### config.mk
export PLATFORM = sky130hd
export DESIGN_NAME = port_strobe_dec
export DESIGN_NICKNAME = d
export VERILOG_FILES = /design/src/rtl/port_dec_pkg.sv /design/src/rtl/strobe_edge.sv /design/src/rtl/port_strobe_dec.sv
export SDC_FILE = /design/constraint.sdc
export NUM_CORES = 1
export LEC_CHECK = 0
export BUFFER_PORTS_ARGS = -buffer_cell sky130_fd_sc_hd__buf_2
export CORE_MARGIN = 4
export CORE_UTILIZATION = 38
export CTS_CLUSTER_SIZE = 10
export DETAILED_ROUTE_END_ITERATION = 16
export GPL_ROUTABILITY_DRIVEN = 0
export MAX_ROUTING_LAYER = met4
export PLACE_DENSITY = 0.84
export SLEW_MARGIN = 20
export SYNTH_ARGS = -nofsm -noshare
export SYNTH_HDL_FRONTEND = slang
export SYNTH_SLANG_ARGS = --single-unit
### constraint.sdc
create_clock -name clk -period 1.25 [get_ports clk]
set_input_delay 0.125 -clock clk [delete_from_list [all_inputs] [get_ports clk]]
set_output_delay 0.125 -clock clk [all_outputs]
set_load 0.02 [all_outputs]
### src/rtl/port_dec_pkg.sv
// Shared constants and helpers for the registered port strobe decoder.
package port_dec_pkg;

    // Default select and counter widths.
    localparam int unsigned DefSelW = 3;
    localparam int unsigned DefCntW = 16;

    // Widest select the one-hot helper supports.
    localparam int unsigned MaxSelW  = 8;
    localparam int unsigned MaxPorts = 256;

    // Number of decoded ports for a given select width.
    function automatic int unsigned num_ports(input int unsigned sel_w);
        return 32'd1 << sel_w;
    endfunction

    // One-hot decode at maximum width; callers truncate to their port count.
    function automatic logic [MaxPorts-1:0] onehot(input logic [MaxSelW-1:0] sel);
        logic [MaxPorts-1:0] v;
        v      = '0;
        v[sel] = 1'b1;
        return v;
    endfunction

endpackage

### src/rtl/strobe_edge.sv
// Single-bit registered rising-edge detector. The history register resets
// to 0, so an input already high at reset release reads as a rising edge.
module strobe_edge (
    input  logic clk,
    input  logic reset_n,
    input  logic in,
    output logic rise
);

    logic in_q;

    // Track the previous input value every cycle.
    always_ff @(posedge clk or negedge reset_n) begin
        if (!reset_n) begin
            in_q <= 1'b0;
        end else begin
            in_q <= in;
        end
    end

    assign rise = in & ~in_q;

endmodule

### src/rtl/port_strobe_dec.sv
// Registered one-hot port read/write strobe decoder with rising-edge
// qualification, sticky collision flag and last-select capture.
// Optional macro ACCESS_CNT_EN adds saturating read/write access counters;
// without it rd_cnt and wr_cnt are tied to 0.
module port_strobe_dec
    import port_dec_pkg::*;
#(
    parameter  int unsigned SEL_W     = DefSelW,
    parameter  int unsigned CNT_W     = DefCntW,
    localparam int unsigned NUM_PORTS = 2 ** SEL_W
) (
    input  logic                 clk,
    input  logic                 reset_n,
    input  logic                 en_n,
    input  logic                 r_strobe,
    input  logic                 w_strobe,
    input  logic [SEL_W-1:0]     sel,
    input  logic                 coll_clr,
    output logic [NUM_PORTS-1:0] read,
    output logic [NUM_PORTS-1:0] write,
    output logic                 collision,
    output logic [SEL_W-1:0]     last_sel,
    output logic [CNT_W-1:0]     rd_cnt,
    output logic [CNT_W-1:0]     wr_cnt
);

    logic r_rise;
    logic w_rise;
    logic rd_go;
    logic wr_go;
    logic coll_set;

    logic [NUM_PORTS-1:0] decoded;
    logic [NUM_PORTS-1:0] read_d,  read_q;
    logic [NUM_PORTS-1:0] write_d, write_q;
    logic                 collision_d, collision_q;
    logic [SEL_W-1:0]     last_sel_d, last_sel_q;

    strobe_edge u_r_edge (
        .clk     (clk),
        .reset_n (reset_n),
        .in      (r_strobe),
        .rise    (r_rise)
    );

    strobe_edge u_w_edge (
        .clk     (clk),
        .reset_n (reset_n),
        .in      (w_strobe),
        .rise    (w_rise)
    );

    // Qualify edges; simultaneous read/write edges flag a collision instead of a pulse.
    always_comb begin
        rd_go    = ~en_n & r_rise & ~w_rise;
        wr_go    = ~en_n & w_rise & ~r_rise;
        coll_set = ~en_n & r_rise & w_rise;
        decoded  = NUM_PORTS'(onehot(MaxSelW'(sel)));

        read_d      = rd_go ? decoded : '0;
        write_d     = wr_go ? decoded : '0;
        last_sel_d  = (rd_go | wr_go) ? sel : last_sel_q;
        collision_d = collision_q;
        if (coll_set) begin
            collision_d = 1'b1;
        end else if (coll_clr) begin
            collision_d = 1'b0;
        end
    end

    // Output pulse, collision and select capture registers.
    always_ff @(posedge clk or negedge reset_n) begin
        if (!reset_n) begin
            read_q      <= '0;
            write_q     <= '0;
            collision_q <= 1'b0;
            last_sel_q  <= '0;
        end else begin
            read_q      <= read_d;
            write_q     <= write_d;
            collision_q <= collision_d;
            last_sel_q  <= last_sel_d;
        end
    end

    assign read      = read_q;
    assign write     = write_q;
    assign collision = collision_q;
    assign last_sel  = last_sel_q;

`ifdef ACCESS_CNT_EN
    localparam logic [CNT_W-1:0] CntMax = '1;

    logic [CNT_W-1:0] rd_cnt_q;
    logic [CNT_W-1:0] wr_cnt_q;

    // Saturating access counters, updated on the same edge as the pulse registers.
    always_ff @(posedge clk or negedge reset_n) begin
        if (!reset_n) begin
            rd_cnt_q <= '0;
            wr_cnt_q <= '0;
        end else begin
            if (rd_go && (rd_cnt_q != CntMax)) begin
                rd_cnt_q <= rd_cnt_q + 1'b1;
            end
            if (wr_go && (wr_cnt_q != CntMax)) begin
                wr_cnt_q <= wr_cnt_q + 1'b1;
            end
        end
    end

    assign rd_cnt = rd_cnt_q;
    assign wr_cnt = wr_cnt_q;
`else
    assign rd_cnt = '0;
    assign wr_cnt = '0;
`endif

endmodule
== Word level (Yosys, flattened, before mapping) ==
Index checks and enable logic that the tools add are counted.
W data, S select, Z words.

* Bits in registers: 22
* Output and inout bits: 52
* Word-level logic and storage cells: 29

* Reductions and logical operators: 2
* Bitwise gates (word level): 13
* Muxes and demuxes: 6
* Magnitude comparators: 2

{| class="wikitable"
|+ Operators with widths
! kind !! count
|-
| $mux W8 || 2
|-
| $lt A3 B9 Y1 const B || 1
|-
| $and A1 B1 Y1 || 7
|-
| $not A1 Y1 || 5
|-
| $demux W1 S3 || 1
|-
| $ge A3 B1 Y1 const B || 1
|-
| $mux W1 || 3
|-
| $reduce_bool A2 Y1 || 1
|-
| $logic_and A1 B1 Y1 || 1
|-
| $or A1 B1 Y1 || 1
|}

== Longest topological paths before layout ==
Gate-level depths: netlist of the first run.

* Word-level depth: 5
* Mapped depth: 4

== Modules after synthesis ==
From an unflattened synthesis of the first run, not the netlist that was laid out.

* Cells, all modules: 91
* Area, all modules: 1002.2 um2

{| class="wikitable"
|+ Modules (own cells, without submodules)
! module !! seq. area each (um2) !! instances !! area each (um2) !! cells each
|-
| port_strobe_dec || 500.5 || 1 || 924.6 || 87
|-
| strobe_edge || 25.0 || 2 || 38.8 || 2
|}

== Worst setup path before layout of the first run ==
No wires, ideal clock.

* Path kind: reg-to-reg
* Start: reg u_r_edge.in_q
* End: reg last_sel_q[0], in the netlist last_sel[0]
* Data arrival time: 1.151 ns
* Buffers on the path: 0
* Stages on the path, launching flop included: 5
* Clock period less this slack: 1.276 ns
* Path slack: -0.026 ns
* Data required time: 1.125 ns
* Cell sequence: dfrtp_1 -> nand2b_4 -> nand2b_4 -> a21oi_2 -> mux2_2

* Cells in the longest elaborated chain, start to end: 5
* Elaborated cells between the ends (all ways): 7
* Classes of those cells: bitwise (7)

{| class="wikitable"
|+ RTL lines
! what !! line !! RTL
|-
| start, declared || strobe_edge.sv:10 || <nowiki>logic in_q;</nowiki>
|-
| start signal, assigned || strobe_edge.sv:17 || <nowiki>in_q <= in;</nowiki>
|-
| $not A1 Y1 (*) || strobe_edge.sv:21 || <nowiki>assign rise = in & ~in_q;</nowiki>
|-
| $and A1 B1 Y1 (*) || strobe_edge.sv:21 ||
|-
| $and A1 B1 Y1 or $not A1 Y1 (tied branches) || port_strobe_dec.sv:55, port_strobe_dec.sv:56 ||
|-
| $and A1 B1 Y1 (on tied branches) || port_strobe_dec.sv:55, port_strobe_dec.sv:56 ||
|-
| $or A1 B1 Y1 (*) || port_strobe_dec.sv:62 || <nowiki>last_sel_d = (rd_go | wr_go) ? sel : last_sel_q;</nowiki>
|-
| end signal, assigned || port_strobe_dec.sv:82 || <nowiki>last_sel_q <= last_sel_d;</nowiki>
|-
| end, declared || port_strobe_dec.sv:37 || <nowiki>logic [SEL_W-1:0] last_sel_d, last_sel_q;</nowiki>
|}

Mark *: on every way between the ends. The rest lies on a longest branch, timed or not.
A chain may end at the register's enable or synchronous reset.

== Final worst setup path of the first run ==
Same ends and word-level chain as after synthesis.

==> results.txt, run 1 <==
Detailed placement ended at an HPWL of roughly 1.5 mm. The final reports fail on negative setup slack. STA classifies the critical path endpoint as a register.

The maximum fanout count along the critical path is 4. Counting along the longest clock path gives a buffer depth of 2. The max-slew violation total from the final report was 0. Once placement completed, the tool counted placed cells totaling around 150.

The first-pass GRT wire length is 2.80 mm. The number of remaining DRC errors came out at 0. The average cell area after synthesis came out at ~12 um2. The depth of the CTS H-tree is 1.

The residual antenna-violating net count after detailed routing is 0. The area growth from synthesis to layout is 21.1%. The static leakage came out at ~0.7 nW. The floorplan die width is ~60 um. The post-synthesis register bit count is 22. The post-route netlist has between 40 and 50% of its cells at a drive strength greater than 1. The largest net degree at the start of global routing is 23. In the final routed layout, each cell accounts on average for around 12 um.

The worst-case clock skew is 0.00704 ns. The final hold violation count came out at 0. The aggregate global-route resource usage came out at between 10% and 20%. The count of standard-cell rows came out at 18. Counting stages on the worst path, the most repeated cell is nand2b_4.

The vertical extent of the die is 60.2 um. The flip-flop and latch area came out at 551 um2. The worst setup path is launched from a register. The sequential fraction of the synthesis area is 53.1%.

The maximum ir drop on the vdd rail came out at slightly above 600 uV. Among all stages on the critical path, the largest delay is contributed by dfrtp_1. The share of the clock period used by the worst path after layout is 106%. Setup repair after global routing could not meet its margin everywhere. The initial antenna violation count came out at 0. The peak per-stage delay on the critical path is ~0.39 ns. The quantity of I/O buffers inserted on ports came out at 28. STA puts the critical path data required time at 1.45 ns. Clock-pin slew was measured on the worst setup and hold paths at 0.12 ns. The number of antenna repair diodes is 0. The number of different library cells in the post-synthesis netlist is 15. In this run the worst hold path is classified as in -> reg. The least setup slack across all paths after layout came out at -0.0700 ns. The critical path goes through nand2b_4 > nand2b_4 > a21oi_4 > mux2_4. The multi-input combinational cells in the finished layout cover a total of roughly 420 um2. The number of global-route vias before repair is ~650. The power density of the placed cells came out at between 1000 and 1500 nW/um2. The count of pins on the block boundary is between 60 and 70. The number of setup violations in the final report came out at 8. For the worst setup path, the data arrival time is between 1.5 and 2 ns. For this run, the top clock speed supported by timing is about 760 MHz. Across the run, the number of max-cap violations was 0.

In this run the clock root is driven by a clkbuf_4. The first detailed-routing pass took 3 iterations. The initial core utilization came out at roughly 41%. The run finished, with violations left.

The remaining global-route overflow came out at 0. The post-synth design cell area is roughly 1000 um2. The critical path is of the reg -> reg type. The number of buffers inserted during clock tree synthesis is 3. The clock sink count came out at 22.

The post-layout minimum cycle time is roughly 1.3 ns. The via count normalized by instance count came out at approximately 4.0. The number of vias after detailed routing is between 600 and 700. The number of inserted filler cells in the final layout is about 240. The count of routing violations after the opening detailed-route iteration is 16. TritonCTS built the clock tree. The later pin in the worst-skew pair is clocked with a latency of just over 0.3 ns. The worst hold-check slack came out at ~0.081 ns.

The Yosys step of the flow raised 0 warnings. The die footprint is 3630 um2. Synthesis produced 90 cells.

The post-layout instance count excluding filler cells came out at approximately 160. The total wirelength of the detailed-routed design came out at ~1.9 mm. The layout net count came out at 139.

The placeable core area is ~2500 um2.
==> cells by family (layout without fill, tap and decap cells) <==
kind of cell | after synthesis | in the layout | synth area share (%)
muxes | 3 | 3 | 3.26
buffers and inverters | 33 | 41 | 23.6
other | 1 | 32 | 0.362
DFF | 22 | 22 | 53.1
and+or+nand+nor | 29 | 29 | 18.0
AOI/OAI and AO/OA | 2 | 2 | 1.69
==> through the flow <==
step                setup WS (ns)  util [%]  power (mW)  cell area, um2  TNS, ns
floorplan                 -0.0141         -        1.02            1160  -0.0423
CTS                       -0.0730      47.7        1.43            1210   -0.198
finish                    -0.0700      49.3        1.43            1250   -0.298
global placement         -0.00355      43.7        1.02            1110  -0.0103
global route               -0.112      49.3        1.51            1250   -0.840
detailed placement        -0.0515      43.7        1.03            1110   -0.135
==> final cells by class <==
| type | count | area share (%) |
|---|---|---|
| well taps | 30 | 2.99 |
| flip-flops and latches | 22 | 43.9 |
| repair buffers | 36 | 16.7 |
| inverters | 1 | 0.299 |
| multi-input cells | 66 | 33.2 |
| clock buffers | 4 | 2.89 |
==> power breakdown <==
part           internal, mW  switching (mW)  total (mW)
Clock                 0.178           0.204       0.382
Sequential            0.740          0.0144       0.755
Combinational        0.0923           0.203       0.295
Total                  1.01           0.422        1.43
==> cell usage in the layout, fill, tap and decap left out, types with 3 or more instances in the layout <==
cell           instances
conb_1                32
nor3_2                 4
buf_4                  4
mux2_4                 3
nor2_2                 4
nor2_1                 8
buf_2                 28
clkbuf_4               3
nand2b_4               4
dlygate4sd3_1          4
dfrtp_1               22
==> layer usage <==
layer / wire length [um] / GRT usage, % / part of all wire (%)
met5: 0 / - / 0
met4: 19 / 3.80 / 0.99
met3: 223 / 1.94 / 12
met2: 1040 / 20.4 / 54
met1: 641 / 10.8 / 33
==> worst max-delay path: cells and delay by family (launching register included) <==
family	cells	cell delay, ns
AOI/OAI and AO/OA	1	0.20
muxes	1	0.32
and+or+nand+nor	2	0.30
DFF	1	0.39
==> flip-flops by register name (all words and copies together), names as in the netlist <==
register	cells
read	8
write	8
last_sel	3
collision	1
u_r_edge.in_q	1
u_w_edge.in_q	1
==> final timing paths <==
path / startpoint / endpoint / slack, ns / depth (start not counted)
max: u_r_edge.in_q / last_sel[0] / -0.07 / 4
min in group asynchronous: reset_n / read[3] / 0.30 / 2
min: sel[2] / read[2] / 0.08 / 2
min reg2reg: last_sel[0] / last_sel[0] / 0.53 / 1
max reg2reg: u_r_edge.in_q / last_sel[0] / -0.07 / 4
max in group asynchronous: reset_n / last_sel[0] / 0.63 / 2
==> timing repair <==
item,CTS,global route
endpoints found under the setup margin,5,14
pin swaps,1,7
hold buffers,4,0
buffers inserted,2,0
hold endpoints to repair,25,0
gates resized for setup,3,11
==> synthesized netlist by cell type <==
cell type   n  area share [%]
conb_1      1            0.36
nand2_1     1            0.36
buf_4      32              23
or3_4       2             2.2
nand3_1     2            0.97
dfrtp_1    22              53
nor2_1     14             5.1
nand2b_4    4             5.3
nor3_2      2             1.9
nor3_1      2            0.97
a21oi_2     1            0.85
inv_1       1            0.36
o32ai_1     1            0.85
nand2b_1    2             1.2
mux2_2      3             3.3
Note: power is estimated with default switching activity, not from simulation.
==> run 2, diff against run 1 <==
Settings changed: PLACE_DENSITY 0.84 to 0.74, SETUP_SLACK_MARGIN from default to 0.3.
==> results.txt, run 2 (same netlist as run 1, synthesis figures left out) <==
The run finished, with violations left. The checks that failed: negative setup slack. The number of setup violations in the final report came out at 4 (-4). The count of pins on the block boundary came out at 61 (unchanged). The max-cap check violation count came out at 0 (unchanged).

The number of vias after detailed routing was 671 (+4.5%). The residual antenna-violating net count after detailed routing is 0 (unchanged). The cell area reported after detailed placement is 1130 um2 (+1.7%). The post-layout minimum cycle time is 1.29 ns (-0.0329 ns). The share of the clock period used by the worst path after layout is 103% (-2.6 points).

The maximum fanout count along the critical path was 3 (-1). The tree is rooted in a clkbuf_4. The clock sink count is 22 (unchanged). The initial antenna violation count came out at 0 (unchanged). The layout cell share with drive strength beyond 1 is 51.9% (+7.7 points). The clock slew seen by the registers of the worst setup and hold paths is 0.12 ns (about the same). The overall power consumption is 1.65 mW (+15%).

The number of inserted filler cells in the final layout was 223 (-5.5%). The buffer levels on the longest clock path is 2 (unchanged). The quantity of I/O buffers inserted on ports is 28 (unchanged). The power density of the placed cells came out at 1120 nW/um2 (-1.9%). The library cells used most frequently in the layout, excluding fill and tap cells, are conb_1 (32), buf_6 (23), dfrtp_1 (22). The number of antenna repair diodes is 0 (unchanged).

The cell total after placement came out at 150 (+0.67%). The maximum operating frequency is 777 MHz (+2.6%). The flop-to-flop setup slack came out at -0.04 ns (+0.03 ns).

The critical path arrival came out at 1.49 ns (-0.03 ns). The max-slew violation total from the final report is 0 (unchanged). The floorplan die width is 60.2 um (unchanged). The met3 global-route usage is 3.89% (+1.9 points). The worst-case clock skew came out at 0.000301 ns (-0.00674 ns). The final hold violation count was 0 (unchanged). The aggregate global-route resource usage came out at 11.9% (+1.1 points). The endpoint type of the worst setup path is a register. The library cell used most frequently in the layout, excluding fill and tap cells, is conb_1. The largest net degree at the start of global routing came out at 23 (unchanged). The number of remaining DRC errors is 0 (unchanged).

The placeable core area came out at 2540 um2 (unchanged). The number of buffers inserted during clock tree synthesis came out at 3 (unchanged). TritonCTS built the clock tree. The routing layer with the top usage in global route is met2. The count of routing violations after the opening detailed-route iteration is 7 (-9). The vertical extent of the die was 60.2 um (unchanged).

The die footprint is 3630 um2 (unchanged). The number of global-route vias before repair was 656 (+0.31%). The remaining global-route overflow came out at 0 (unchanged). The clock insertion delay at the later pin of the skew report was 0.31 ns (about the same). The via count normalized by instance count is 4.17 (+3.2%). The count of standard-cell rows is 18 (unchanged). The worst hold-check slack is 0.0693 ns (-0.0116 ns). The static leakage came to 0.736 nW (+5.9%). The half-perimeter wire length after placement is 1.41 mm (-4.2%). The global-route met2 utilization is 20.5% (+0.15 points).

The maximum ir drop on the vdd rail came out at 909 uV (+50%). The least setup slack across all paths after layout is -0.0371 ns (+0.0329 ns). The depth of the CTS H-tree came out at 1 (unchanged). The path type of the worst min-delay path is in -> reg. The layout net count came out at 141 (+1.4%). The detailed-router iteration count before antenna repair came out at 4 (+1). The met1 capacity usage during global routing was 13.1% (+2.2 points).

The initial core utilization came out at 40.7% (unchanged). STA classifies the critical path startpoint as a register. Relative to the synthesized area, the layout overhead comes to 42.1%. The worst setup path category is reg -> reg. Setup repair after global routing could not meet its margin everywhere. The first-pass GRT wire length came out at 3.05 mm (+8.9%).

The data required time at the worst endpoint is 1.46 ns (about the same). The post-layout instance count excluding filler cells is 161 (+1.3%). The average detailed-routed wire length per instance came out at 12.7 um (+4.8%). The total wirelength of the detailed-routed design came out at 2.04 mm (+6.1%).

The cell area after layout is 1470 um2 (+17%).
[run 2: worst max-delay path: stages (launching register included)]
cell,delay (ns)
dfrtp_1,0.38
nand2b_4,0.14
nand2b_4,0.15
a21oi_4,0.20
mux2_4,0.32
[run 2: power by group]
part / internal (mW) / switching [mW]
logic: 0.138 / 0.215
clock network: 0.324 / 0.212
registers: 0.741 / 0.0198
total: 1.20 / 0.446
[run 2: layout make-up]
class                      count  area (um2)  area share, %
sequential                    22         551           37.4
clock buffer                   3        22.5           1.53
inverter                       1        3.75          0.255
timing repair buffer          38         362           24.6
multi-input combinational     66         467           31.7
tap                           30        37.5           2.55
clock inverter                 1        30.0           2.04
[run 2: per-layer routing]
metal  wire length, um  share of wire, %
met1               690                34
met2              1100                54
met3               236                12
met4                 8              0.39
met5                 0                 0
[run 2: final timing paths]
check	cells after the start	start	end
setup reg to reg	4	u_r_edge.in_q	last_sel[2]
hold / removal	2	sel[2]	write[2]
max in group asynchronous	2	reset_n	collision
hold reg to reg	1	last_sel[2]	last_sel[2]
setup / recovery	4	u_r_edge.in_q	last_sel[2]
min in group asynchronous	2	reset_n	write[5]
[run 2: stage by stage]
step / worst slack, ns / utilization (%) / TNS (ns)
2_1_floorplan: -0.0133 / - / -0.0399
3_3_place_gp: -0.00109 / 44.4 / -0.00178
3_5_place_dp: -0.0361 / 44.4 / -0.0930
4_1_cts: -0.0443 / 55.7 / -0.149
5_1_grt: -0.0699 / 57.9 / -0.298
6_report: -0.0371 / 57.9 / -0.129
[run 2: timing repair]
| action | CTS | global route |
|---|---|---|
| endpoints found under the hold margin | 25 | 0 |
| hold buffers | 4 | 0 |
| gates cloned | 0 | 0 |
| pin swaps | 9 | 5 |
| setup endpoints to repair | 40 | 40 |
| resized for setup | 53 | 13 |
| setup buffers | 2 | 1 |
